==> src/rtl/snn_timestep_scheduler.sv <==
// rtl/snn_timestep_scheduler.sv - inference sequencer for a winner-take-all spiking neuron array
module snn_timestep_scheduler #(
  parameter int N_NEURON    = 4,
  parameter int ENCODE_TIME = 23,
  parameter int CNT_W       = 8,
  parameter int INH_CYCLES  = 1
) (
  input  logic                             clk,
  input  logic                             rst,
  input  logic                             start_valid,
  output logic                             start_ready,
  output logic                             neuron_rst,
  output logic                             neuron_en,
  input  logic [N_NEURON-1:0]              neuron_spike,
  output logic [N_NEURON-1:0]              neuron_inh,
  output logic [$clog2(ENCODE_TIME+1)-1:0] step_idx,
  output logic                             busy,
  output logic                             result_valid,
  input  logic                             result_ready,
  output logic [$clog2(N_NEURON)-1:0]      winner_idx,
  output logic [CNT_W-1:0]                 winner_cnt,
  output logic                             no_spike
);

  localparam int STEP_W = $clog2(ENCODE_TIME + 1);
  localparam int IDX_W  = $clog2(N_NEURON);
  localparam int INH_W  = $clog2(INH_CYCLES + 1);

  localparam logic [STEP_W-1:0] STEP_LAST = STEP_W'(ENCODE_TIME);
  localparam logic [IDX_W-1:0]  SCAN_LAST = IDX_W'(N_NEURON - 1);
  localparam logic [INH_W-1:0]  INH_LOAD  = INH_W'(INH_CYCLES);
  localparam logic [CNT_W-1:0]  CNT_MAX   = {CNT_W{1'b1}};

  typedef enum logic [2:0] {
    S_IDLE,
    S_CLEAR,
    S_RUN,
    S_DRAIN,
    S_ARGMAX,
    S_DONE
  } state_t;

  state_t              state;
  state_t              state_nxt;
  logic [STEP_W-1:0]   step_q;
  logic [IDX_W-1:0]    scan_q;
  logic                en_q;
  logic [CNT_W-1:0]    cnt_q [N_NEURON];
  logic [INH_W-1:0]    inh_timer_q;
  logic [N_NEURON-1:0] inh_mask_q;
  logic [IDX_W-1:0]    best_idx_q;
  logic [CNT_W-1:0]    best_cnt_q;
  logic                accept;
  logic                spike_event;

  assign accept      = start_valid && (state == S_IDLE);
  // spikes are only meaningful one cycle after a step enable
  assign spike_event = en_q && (|neuron_spike);

  // state register
  always_ff @(posedge clk or posedge rst) begin
    if (rst) state <= S_IDLE;
    else     state <= state_nxt;
  end

  // next-state and control outputs
  always_comb begin
    state_nxt    = state;
    start_ready  = 1'b0;
    neuron_rst   = 1'b0;
    neuron_en    = 1'b0;
    busy         = 1'b1;
    result_valid = 1'b0;
    step_idx     = '0;
    neuron_inh   = '0;
    winner_idx   = '0;
    winner_cnt   = '0;
    no_spike     = 1'b0;
    case (state)
      S_IDLE: begin
        start_ready = 1'b1;
        busy        = 1'b0;
        if (start_valid) state_nxt = S_CLEAR;
      end
      S_CLEAR: begin
        neuron_rst = 1'b1;
        state_nxt  = S_RUN;
      end
      S_RUN: begin
        neuron_en = 1'b1;
        step_idx  = step_q;
        if (inh_timer_q != '0) neuron_inh = inh_mask_q;
        if (step_q == STEP_LAST) state_nxt = S_DRAIN;
      end
      S_DRAIN: state_nxt = S_ARGMAX;
      S_ARGMAX: begin
        if (scan_q == SCAN_LAST) state_nxt = S_DONE;
      end
      S_DONE: begin
        result_valid = 1'b1;
        winner_idx   = best_idx_q;
        winner_cnt   = best_cnt_q;
        no_spike     = (best_cnt_q == '0);
        if (result_ready) state_nxt = S_IDLE;
      end
      default: state_nxt = S_IDLE;
    endcase
  end

  // step counter runs 1..ENCODE_TIME during RUN; en_q remembers last cycle's enable
  always_ff @(posedge clk or posedge rst) begin
    if (rst) begin
      step_q <= '0;
      en_q   <= 1'b0;
    end else begin
      en_q <= (state == S_RUN);
      if (state == S_CLEAR)
        step_q <= STEP_W'(1);
      else if (state == S_RUN && step_q != STEP_LAST)
        step_q <= step_q + STEP_W'(1);
    end
  end

  // saturating per-neuron spike counters, zeroed when an inference is accepted
  always_ff @(posedge clk or posedge rst) begin
    if (rst) begin
      for (int i = 0; i < N_NEURON; i++) cnt_q[i] <= '0;
    end else if (accept) begin
      for (int i = 0; i < N_NEURON; i++) cnt_q[i] <= '0;
    end else if (en_q) begin
      for (int i = 0; i < N_NEURON; i++)
        if (neuron_spike[i] && cnt_q[i] != CNT_MAX) cnt_q[i] <= cnt_q[i] + CNT_W'(1);
    end
  end

  // lateral inhibition window; a new spike event reloads timer and mask
  always_ff @(posedge clk or posedge rst) begin
    if (rst) begin
      inh_timer_q <= '0;
      inh_mask_q  <= '0;
    end else if (accept) begin
      inh_timer_q <= '0;
      inh_mask_q  <= '0;
    end else if (spike_event) begin
      inh_timer_q <= INH_LOAD;
      inh_mask_q  <= ~neuron_spike;
    end else if (inh_timer_q != '0) begin
      inh_timer_q <= inh_timer_q - INH_W'(1);
    end
  end

  // sequential argmax scan; strict compare keeps the lowest index on ties
  always_ff @(posedge clk or posedge rst) begin
    if (rst) begin
      scan_q     <= '0;
      best_idx_q <= '0;
      best_cnt_q <= '0;
    end else if (state == S_DRAIN) begin
      scan_q     <= '0;
      best_idx_q <= '0;
      best_cnt_q <= '0;
    end else if (state == S_ARGMAX) begin
      scan_q <= scan_q + IDX_W'(1);
      if (cnt_q[scan_q] > best_cnt_q) begin
        best_idx_q <= scan_q;
        best_cnt_q <= cnt_q[scan_q];
      end
    end
  end

endmodule

==> config.mk <==
export PLATFORM = sky130hd
export DESIGN_NAME = snn_timestep_scheduler
export DESIGN_NICKNAME = d
export VERILOG_FILES = /design/src/rtl/snn_timestep_scheduler.sv
export SDC_FILE = /design/constraint.sdc
export NUM_CORES = 1
export LEC_CHECK = 0
export CAP_MARGIN = 20
export CORE_MARGIN = 2
export CORE_UTILIZATION = 45
export CTS_CLUSTER_DIAMETER = 120
export CTS_CLUSTER_SIZE = 14
export DETAILED_ROUTE_END_ITERATION = 7
export PLACE_DENSITY = 0.77
export SETUP_SLACK_MARGIN = 0.4
export SLEW_MARGIN = 20
export SYNTH_ARGS = -nofsm -noshare
export SYNTH_HDL_FRONTEND = slang
export SYNTH_SLANG_ARGS = --single-unit
export TNS_END_PERCENT = 20
==> constraint.sdc <==
create_clock -name clk -period 3.3 [get_ports clk]
set_clock_uncertainty 0.15 [all_clocks]
set_input_delay 0.33 -clock clk [delete_from_list [all_inputs] [get_ports clk]]
set_output_delay 0.33 -clock clk [all_outputs]
set_load 0.03 [all_outputs]
==> After elaboration in Yosys (flattened, before gate mapping) <==
Cells that the tools add are included.
{ "word_totals": {"reg_bits": 58, "latch_bits": 0, "ram_bits": 0, "rom_bits": 0, "output_inout_bits": 25, "n_memories": 0} }
{ "classes": {"n_addsub": 7, "n_mul": 0, "div": 0, "magnitude_cmp": 2, "n_eq_ne": 16, "shifts": 0, "n_mux": 40, "bitwise_logic": 2, "n_reduce_logical": 25} }
{ "op_table": {"columns": ["operator", "count"], "rows": [
  ["2-to-1 mux 8 bit", 10],
  ["2-to-1 mux 32 bit", 2],
  ["adder 8 x 1 -> 8 bit (second input constant)", 4],
  ["!= test 8 bit (second input constant)", 4],
  ["case mux 3 bit (6 select lines)", 1],
  ["nonzero test 2 bit", 9],
  ["binary-select mux 8 bit (select 2 bit)", 1],
  ["2-to-1 mux 4 bit", 4],
  ["2-to-1 mux 5 bit", 3],
  ["2-to-1 mux 2 bit", 6],
  ["2-to-1 mux 3 bit", 4],
  ["AND reduction 2 bit", 5],
  ["2-to-1 mux 1 bit", 9],
  ["> comparator 8 bit", 1],
  ["logical NOT 8 bit", 1],
  ["!= test 2 bit (second input constant)", 4],
  ["logical AND 1 bit", 7],
  ["== test 3 x 2 -> 1 bit (second input constant)", 2],
  ["== test 3 bit (second input constant)", 2],
  ["adder 5 x 1 -> 5 bit (second input constant)", 1],
  ["== test 5 bit (second input constant)", 1],
  ["!= test 5 bit (second input constant)", 1],
  ["inverter 4 bit", 1],
  ["AND reduction 4 bit", 1],
  ["other kinds (8)", 8]
]} }

==> Depth between registers and ports, before layout <==
Gate-level depths: netlist of run 1.
{ "logic_depth": {"depth_word": 8, "ltp_mapped": 11, "mapped_depth_nobuf": 9} }

==> Worst setup path before layout of run 1 <==
No wires, ideal clock.
{ "synth_path": {"path_kind": "register to register", "from": "register scan_q[0]", "to": "register best_cnt_q[0]", "setup_time_ps": 79, "t_arrival_ps": 2330, "required_ps": 3071, "path_slack_ps": 740, "path_stages_with_launch": 10, "cell_sequence": "dfrtp_1 -> buf_2 -> mux4_2 -> ha_1 -> nor2b_1 -> o211ai_1 -> a21oi_1 -> o31ai_1 -> buf_4 -> mux2i_1"} }
{ "synth_via": {"elab_chain_len": 7} }
{ "synth_rtl": {"columns": ["item", "line_no", "rtl"], "rows": [
  ["from (decl)", "46", "logic [IDX_W-1:0] scan_q;"],
  ["from (signal assigned)", "163", "scan_q <= scan_q + IDX_W'(1);"],
  ["inverter 2 -> 3 bit (implied by the code) *", "164, 166", null],
  ["binary-select mux 8 bit (select 2 bit) *", "164, 166", null],
  ["2-to-1 mux 8 bit (implied by the code) * (2 in a row)", "164, 166", null],
  ["> comparator 8 bit / 2-to-1 mux 8 bit (equally long branches)", "164", "if (cnt_q[scan_q] > best_cnt_q) begin"],
  ["nonzero test 2 bit (no source line) / 2-to-1 mux 8 bit (equally long branches)", null, null],
  ["AND reduction 2 bit (no source line) / 2-to-1 mux 8 bit (equally long branches)", null, null],
  ["to (signal assigned)", "166", "best_cnt_q <= cnt_q[scan_q];"],
  ["to (decl)", "52", "logic [CNT_W-1:0] best_cnt_q;"]
]} }
Mark *: on every way between the ends. The rest lies on a longest branch, timed or not. The select of a mux whose other input is x is not followed.
A chain may end at the register's enable or synchronous reset.

==> Worst setup path after layout of run 1 <==
{ "layout_path": {"from": "register scan_q[0]", "to": "register best_cnt_q[1]"} }
The elaborated chain is that of the path after synthesis.

==> results of run 1 <==
through the flow:
stage / area [µm²] / hold slack [ns] / instances / setup WS (ns) / utilization, %
finish: 3960 / 0.362 / 486 / 0.542 / 54.9
global route: 3960 / 0.405 / 486 / 0.379 / 54.9
CTS: 3940 / 0.378 / 484 / 0.461 / 54.7
detailed placement: 3750 / 0.364 / 469 / 0.451 / 52.0
global placement: 3750 / 0.349 / 469 / 0.600 / 52.0
floorplan: 3340 / 0.269 / 346 / 0.740 / -
synthesized netlist by cell type, types with 2 or more instances:
library cell,n
nor2_1,41
nand4b_1,2
nand2b_1,2
buf_4,2
nor3b_1,2
o21ai_0,10
ha_1,14
clkbuf_1,3
nand3_1,12
dfrtp_1,58
nand2_1,35
mux4_2,7
xnor2_1,10
inv_1,22
xor2_1,10
nand4_1,6
nor4_1,2
and2_1,8
a21oi_1,9
nor2b_1,2
nor3_1,10
mux2i_1,16
buf_2,6
and4_1,2
a211oi_1,4
a31oi_1,8
and3_1,23
o22ai_1,2
what timing repair did:
action,in CTS,in global routing
resized for setup,1,2
buffers inserted,0,2
endpoints found under the setup margin,1,16
pin swaps,0,1
state kept, by name, summed over array words and instances (netlist names):
signal       flops
cnt_q           32
best_cnt_q       8
step_q           5
inh_mask_q       4
state            3
best_idx_q       2
scan_q           2
en_q             1
inh_timer_q      1
power breakdown:
group          internal (µW)  total, µW  switching, µW
clock network            351        614            263
registers                846       1040            197
logic                    402        903            501
total                   1600       2560            961
cell families after synthesis:
family / synth area share [%]
xor gates and xnor gates: 5.25
buffers and inverters: 4.16
muxes: 9.86
and+or+nand+nor: 23.7
DFF: 43.5
adders and majority gates: 5.25
AOI/OAI and AO/OA: 8.25
worst max path at each step:
stage                                startpoint                        end  slack [ns]
after floorplan           scan_q[0]$_DFFE_PP0P_  best_cnt_q[0]$_DFFE_PP0P_        0.74
after global placement    scan_q[0]$_DFFE_PP0P_  best_cnt_q[5]$_DFFE_PP0P_        0.60
after detailed placement  scan_q[0]$_DFFE_PP0P_  best_cnt_q[2]$_DFFE_PP0P_        0.45
after CTS                  state[0]$_DFFE_PP0P_                step_idx[2]        0.46
after global routing      scan_q[0]$_DFFE_PP0P_  best_cnt_q[2]$_DFFE_PP0P_        0.38
final                     scan_q[0]$_DFFE_PP0P_  best_cnt_q[1]$_DFFE_PP0P_        0.54
final cells by class:
class	instances	area, µm²
Inverter	22	82.6
Multi-Input combinational cell	255	1750
Timing Repair Buffer	37	358
Tap cell	99	124
Clock inverter	1	7.51
Fill cell	670	3250
Sequential cell	58	1450
Clock buffer	14	183
metal layers:
metal,vias up,GRT usage [%],wire length (µm)
met1,1300,24.8,3410
met4,0,5.77,74
met5,-,0,0
li1,1290,-,-
met2,50,30.6,3550
met3,6,5.45,284
worst max-delay path, delay by kind of cell (launching register included):
kind	cells	cell delay [ns]
AOI/OAI and AO/OA	3	0.48
muxes	2	0.80
adders and majority gates	1	0.31
and+or+nand+nor	1	0.14
DFF	1	0.53
buffers and inverters	1	0.25
==> metrics.md, run 1 <==
| Metric | Value |
|---|---|
| VDD IR max | `423 µV` |
| Die Wd | `90.1 µm` |
| Synth async-reset ratio | `100%` |
| Post-DRT Antenna Nets | `0` |
| 1st-iter DRT viols | `207` |
| CTS clock-pin slew for the worst setup and hold paths | `0.06 ns` |
| Prevailing post-synth register cell | `dfrtp_1` |
| DR DRC count | `0` |
| CP Launch Type | `flop` |
| Initial Util | `46.3%` |
| Final min period | `2.76 ns` |
| Commonest non-fill, non-tap cells in the layout | `56 x dfrtp_1, 41 x nor2_1, 35 x nand2_1` |
| Cell Rows | `31` |
| First-pass GRT wire length | `12.3 mm` |
| Reg-to-Reg End | `best_cnt_q[1]$_DFFE_PP0P_` |
| Avg WL per Cell | `15.1 µm` |
| I/O pin cnt | `33` |
| PortBufs | `32` |
| Core area | `0.00721 mm²` |
| Syn Nets | `368` |
| HPWL Detailed | `5.27 mm` |
| CTS sink count | `58` |
| Reg-to-reg slack, setup | `0.54 ns` |
| Syn. warnings | `0` |
| Syn Inst Count | `346` |
| Maximum clock path buffer count | `2` |
| Syn Std Cell Area | `0.00334 mm²` |
| Leak Pwr | `0.00179 µW` |
| Initial antenna violation count | `0` |
| Pwr Total | `2560 µW` |
| Fraction of layout cells with a size suffix above 1 | `10.3%` |
| Relative slew slack | `51.4%` |
| CTS Buf Count | `9` |
| MaxCap Viol Count | `0` |
| DRT Pass-1 Iters | `4` |
| Critical path's slowest cell | `mux4_2` |
| Endpoints failing setup | `0` |
| Synth Register Bits | `58` |
| Area contributors post-synth | `dfrtp_1 43%, ha_1 5.2%, mux2i_1 4.8%` |
| Synth Area per Inst | `9.64 µm²` |
| Crit-path max FO | `11` |
| Final hold vios | `0` |
| Yosys top cell by area | `dfrtp_1` |
| Drt via density | `5.44` |
| NumNets Final | `405` |
| Largest net degree at the start of global routing | `59` |
| CTS tree | `yes` |
| Worst Reg-to-Reg Cells | `8` |
| Worst-margin pin slew | `0.729 ns` |
| Crit Path Class | `reg -> reg` |
| CTS root buffer | `clkbuf_8` |
| Sequential area share after synthesis | `43.5%` |
| Routability cong. | `0.885` |
| Remaining global-route overflow | `0` |
| Die Ht | `90.1 µm` |
| Setup_tns | `0 ns` |
| Number of synthesized flops with an enable pin | `0` |
| Worst Hold Class | `in -> async` |
| DIE AREA | `0.00812 mm²` |
| Worst path max stage delay | `0.58 ns` |
| Critical Path RT | `3.39 ns` |
| RSZ-0062 raised after global routing | `yes` |
| PwrDens | `646 mW/mm²` |
| H-Tree Depth | `3` |
| Final period util | `83.6%` |
| Status | `complete, no violations` |
| Vias in the first global route | `2565` |
| Crit-path cells | `mux4_2 > ha_1 > nor2b_1 > o211ai_1 > a21oi_1 > o31ai_2 > buf_4 > mux2i_1` |
| Top-area cell type share of the netlist area | `43.5%` |
| Highest Clock Rate | `0.363 GHz` |
| Hold buffer count at CTS | `0` |
| Clock Latency Late Sink | `0.33 ns` |
| Final WL | `7.32 mm` |
| WP data arrival | `2.85 ns` |
| Via count | `2646` |
| All-Layer GR Usage | `18.9%` |
| Layout area overhead | `18.7%` |
| Worst r2r src | `scan_q[0]$_DFFE_PP0P_` |
| Most common cell after layout, fill and taps aside | `dfrtp_1` |
| Ant diodes | `0` |
| Netlist cell types | `46` |
| Critical path endpoint category | `flop` |
| Slew Viols, Final | `0` |
No activity file was read; power rests on OpenSTA's default activity.
==> run 2: changes to the inputs <==
==> constraint.sdc (replaced) <==
create_clock -name clk -period 2.7 [get_ports clk]
set_clock_uncertainty 0.15 [all_clocks]
set_input_delay 0.27 -clock clk [delete_from_list [all_inputs] [get_ports clk]]
set_output_delay 0.27 -clock clk [all_outputs]
set_load 0.03 [all_outputs]
==> metrics.md, run 2 (same netlist as run 1, synthesis figures left out) <==
| Metric | Value |
|---|---|
| Endpoints failing setup | `0` |
| DR DRC count | `0` |
| Die Ht | `90.1 µm` |
| Clock Latency Late Sink | `0.34 ns` |
| HPWL Detailed | `5.44 mm` |
| GR Layer Usage met2 | `30.5%` |
| Via count | `2699` |
| Remaining global-route overflow | `0` |
| Final WL | `7.45 mm` |
| CTS sink count | `58` |
| Pwr Total | `3350 µW` |
| Die Wd | `90.1 µm` |
| I/O pin cnt | `33` |
| GRT met3 Usage | `4.02%` |
| Slew Viols, Final | `0` |
| 1st-iter DRT viols | `151` |
| Core area | `0.00721 mm²` |
| Sw frac | `36.6%` |
| Most common cell after layout, fill and taps aside | `dfrtp_1` |
| Post-DRT Antenna Nets | `0` |
| First-pass GRT wire length | `12.7 mm` |
| Largest register FFs | `32` |
| Leak Pwr | `0.00192 µW` |
| Vias in the first global route | `2617` |
| Met1 GRT Util | `27.2%` |
| CTS clock-pin slew for the worst setup and hold paths | `0.07 ns` |
| Worst r2r src | `scan_q[0]$_DFFE_PP0P_` |
| CP Launch Type | `flop` |
| Drt via density | `5.45` |
| PwrDens | `814 mW/mm²` |
| Relative slew slack | `66.9%` |
| Status | `complete, no violations` |
| Ant diodes | `0` |
| Commonest non-fill, non-tap cells in the layout | `56 x dfrtp_1, 41 x nor2_1, 35 x nand2_1` |
| Avg WL per Cell | `15.1 µm` |
| Inst Count DP | `475` |
| Routability cong. | `0.865` |
| Highest Clock Rate | `0.390 GHz` |
| Critical path endpoint category | `flop` |
| Worst Reg-to-Reg Cells | `8` |
| Worst Hold Class | `in -> async` |
| Layout area overhead | `23.5%` |
| Setup_tns | `0 ns` |
| Most used routing layer | `met2` |
| Initial antenna violation count | `0` |
| Largest net degree at the start of global routing | `40` |
| CTS Buf Count | `9` |
| Clock power frac | `25.4%` |
| DRT Pass-1 Iters | `4` |
| CTS root buffer | `clkbuf_8` |
| Maximum clock path buffer count | `2` |
| Worst path max stage delay | `0.58 ns` |
| Final period util | `94.9%` |
| Net switching power | `1230 µW` |
| Non-filler cells, final | `495` |
| Flop pwr share | `36.9%` |
| Fraction of layout cells with a size suffix above 1 | `13.9%` |
| All-Layer GR Usage | `19.4%` |
| Worst hold slack | `0.101 ns` |
| H-Tree Depth | `3` |
| Comb pwr share | `37.7%` |
| DIE AREA | `0.00812 mm²` |
| Cell Rows | `31` |
| Critical Path RT | `2.82 ns` |
| Final hold vios | `0` |
| MaxCap Viol Count | `0` |
| Reg-to-reg slack, setup | `0.14 ns` |
| Crit-path max FO | `6` |
| PortBufs | `32` |
| NumNets Final | `413` |
| WP data arrival | `2.68 ns` |
| RSZ-0062 raised after global routing | `yes` |
| Initial Util | `46.3%` |
| Worst-margin pin slew | `0.490 ns` |
| Reg-to-Reg End | `best_cnt_q[1]$_DFFE_PP0P_` |
| CTS tree | `yes` |
| Pint | `2130 µW` |
| Crit-path cells | `mux4_2 > ha_4 > nor2b_4 > o211ai_1 > a21oi_1 > o31ai_2 > buf_4 > mux2i_1` |
| Regs by FF count | `cnt_q x32, best_cnt_q x8, step_q x5` |
| Final min period | `2.56 ns` |
| Crit Path Class | `reg -> reg` |
| VDD IR max | `352 µV` |
| Critical path's slowest cell | `mux4_2` |
| Largest register by flop count | `cnt_q` |
## run 2: cell count changes in the layout (fill, tap and decap cells not counted), sizes merged
cell           change
clkinvlp           -1
dlygate4sd2        +3
bufinv             +1
dlymetal6s2s       +2
buf                +8
clkbuf             -2
clkinv             +3
clkdlybuf4s50      -5
## run 2: critical path, delay by kind of cell, from the launching register on
kind / cells / cell delay (ns)
DFF: 1 / 0.46
and+or+nand+nor: 1 / 0.12
buffers and inverters: 1 / 0.21
adders and majority gates: 1 / 0.24
AOI/OAI and AO/OA: 3 / 0.54
muxes: 2 / 0.77
## run 2: timing repair
| item | in CTS | in global routing |
|---|---|---|
| pin swaps | 2 | 0 |
| hold endpoints to repair | 0 | 0 |
| setup endpoints to repair | 34 | 34 |
| gates cloned | 1 | 0 |
| setup buffers | 3 | 0 |
| hold buffers | 0 | 0 |
| resized for setup | 9 | 10 |
## run 2: final cells by class
class	instances	area, µm²
well taps	99	124
multi-input cells	255	1800
fillers	657	3090
repair buffers	45	452
clock inverters	4	48.8
clock buffers	12	165
inverters	22	82.6
flip-flops and latches	58	1450
## run 2: metrics by stage
| step | setup WS, ns | cell area (µm²) | utilization [%] |
|---|---|---|---|
| 2_1_floorplan | 0.241 | 3360 | - |
| 3_3_place_gp | 0.124 | 3820 | 53.0 |
| 3_5_place_dp | 0.0294 | 3820 | 53.0 |
| 4_1_cts | 0.132 | 4090 | 56.7 |
| 5_1_grt | 0.0340 | 4120 | 57.1 |
| 6_report | 0.138 | 4120 | 57.1 |
## run 2: routing by layer
layer | wire, µm | share of wire [%] | vias to the layer above
met1 | 3520 | 47 | 1327
met5 | 0 | 0 | -
li1 | - | - | 1307
met2 | 3490 | 47 | 52
met3 | 339 | 4.5 | 13
met4 | 102 | 1.4 | 0
## run 2: worst max path at each step
stage | start | endpoint | slack (ns) | cells after the start
2_1_floorplan | scan_q[0]$_DFFE_PP0P_ | best_cnt_q[0]$_DFFE_PP0P_ | 0.24 | 9
3_3_place_gp | scan_q[0]$_DFFE_PP0P_ | best_cnt_q[7]$_DFFE_PP0P_ | 0.12 | 8
3_5_place_dp | scan_q[0]$_DFFE_PP0P_ | best_cnt_q[4]$_DFFE_PP0P_ | 0.03 | 8
4_1_cts | state[2]$_DFFE_PP0P_ | winner_cnt[4] | 0.13 | 5
5_1_grt | scan_q[0]$_DFFE_PP0P_ | best_cnt_q[1]$_DFFE_PP0P_ | 0.03 | 8
6_report | scan_q[0]$_DFFE_PP0P_ | best_cnt_q[1]$_DFFE_PP0P_ | 0.14 | 8
## run 2: power groups by stage
stage	Sequential (µW)	Clock, µW	Combinational (µW)
3_5_place_dp	1250	0	1160
4_1_cts	1240	865	1230
3_3_place_gp	1240	0	1140
2_1_floorplan	1150	0	906
5_1_grt	1260	918	1390
6_report	1240	851	1260
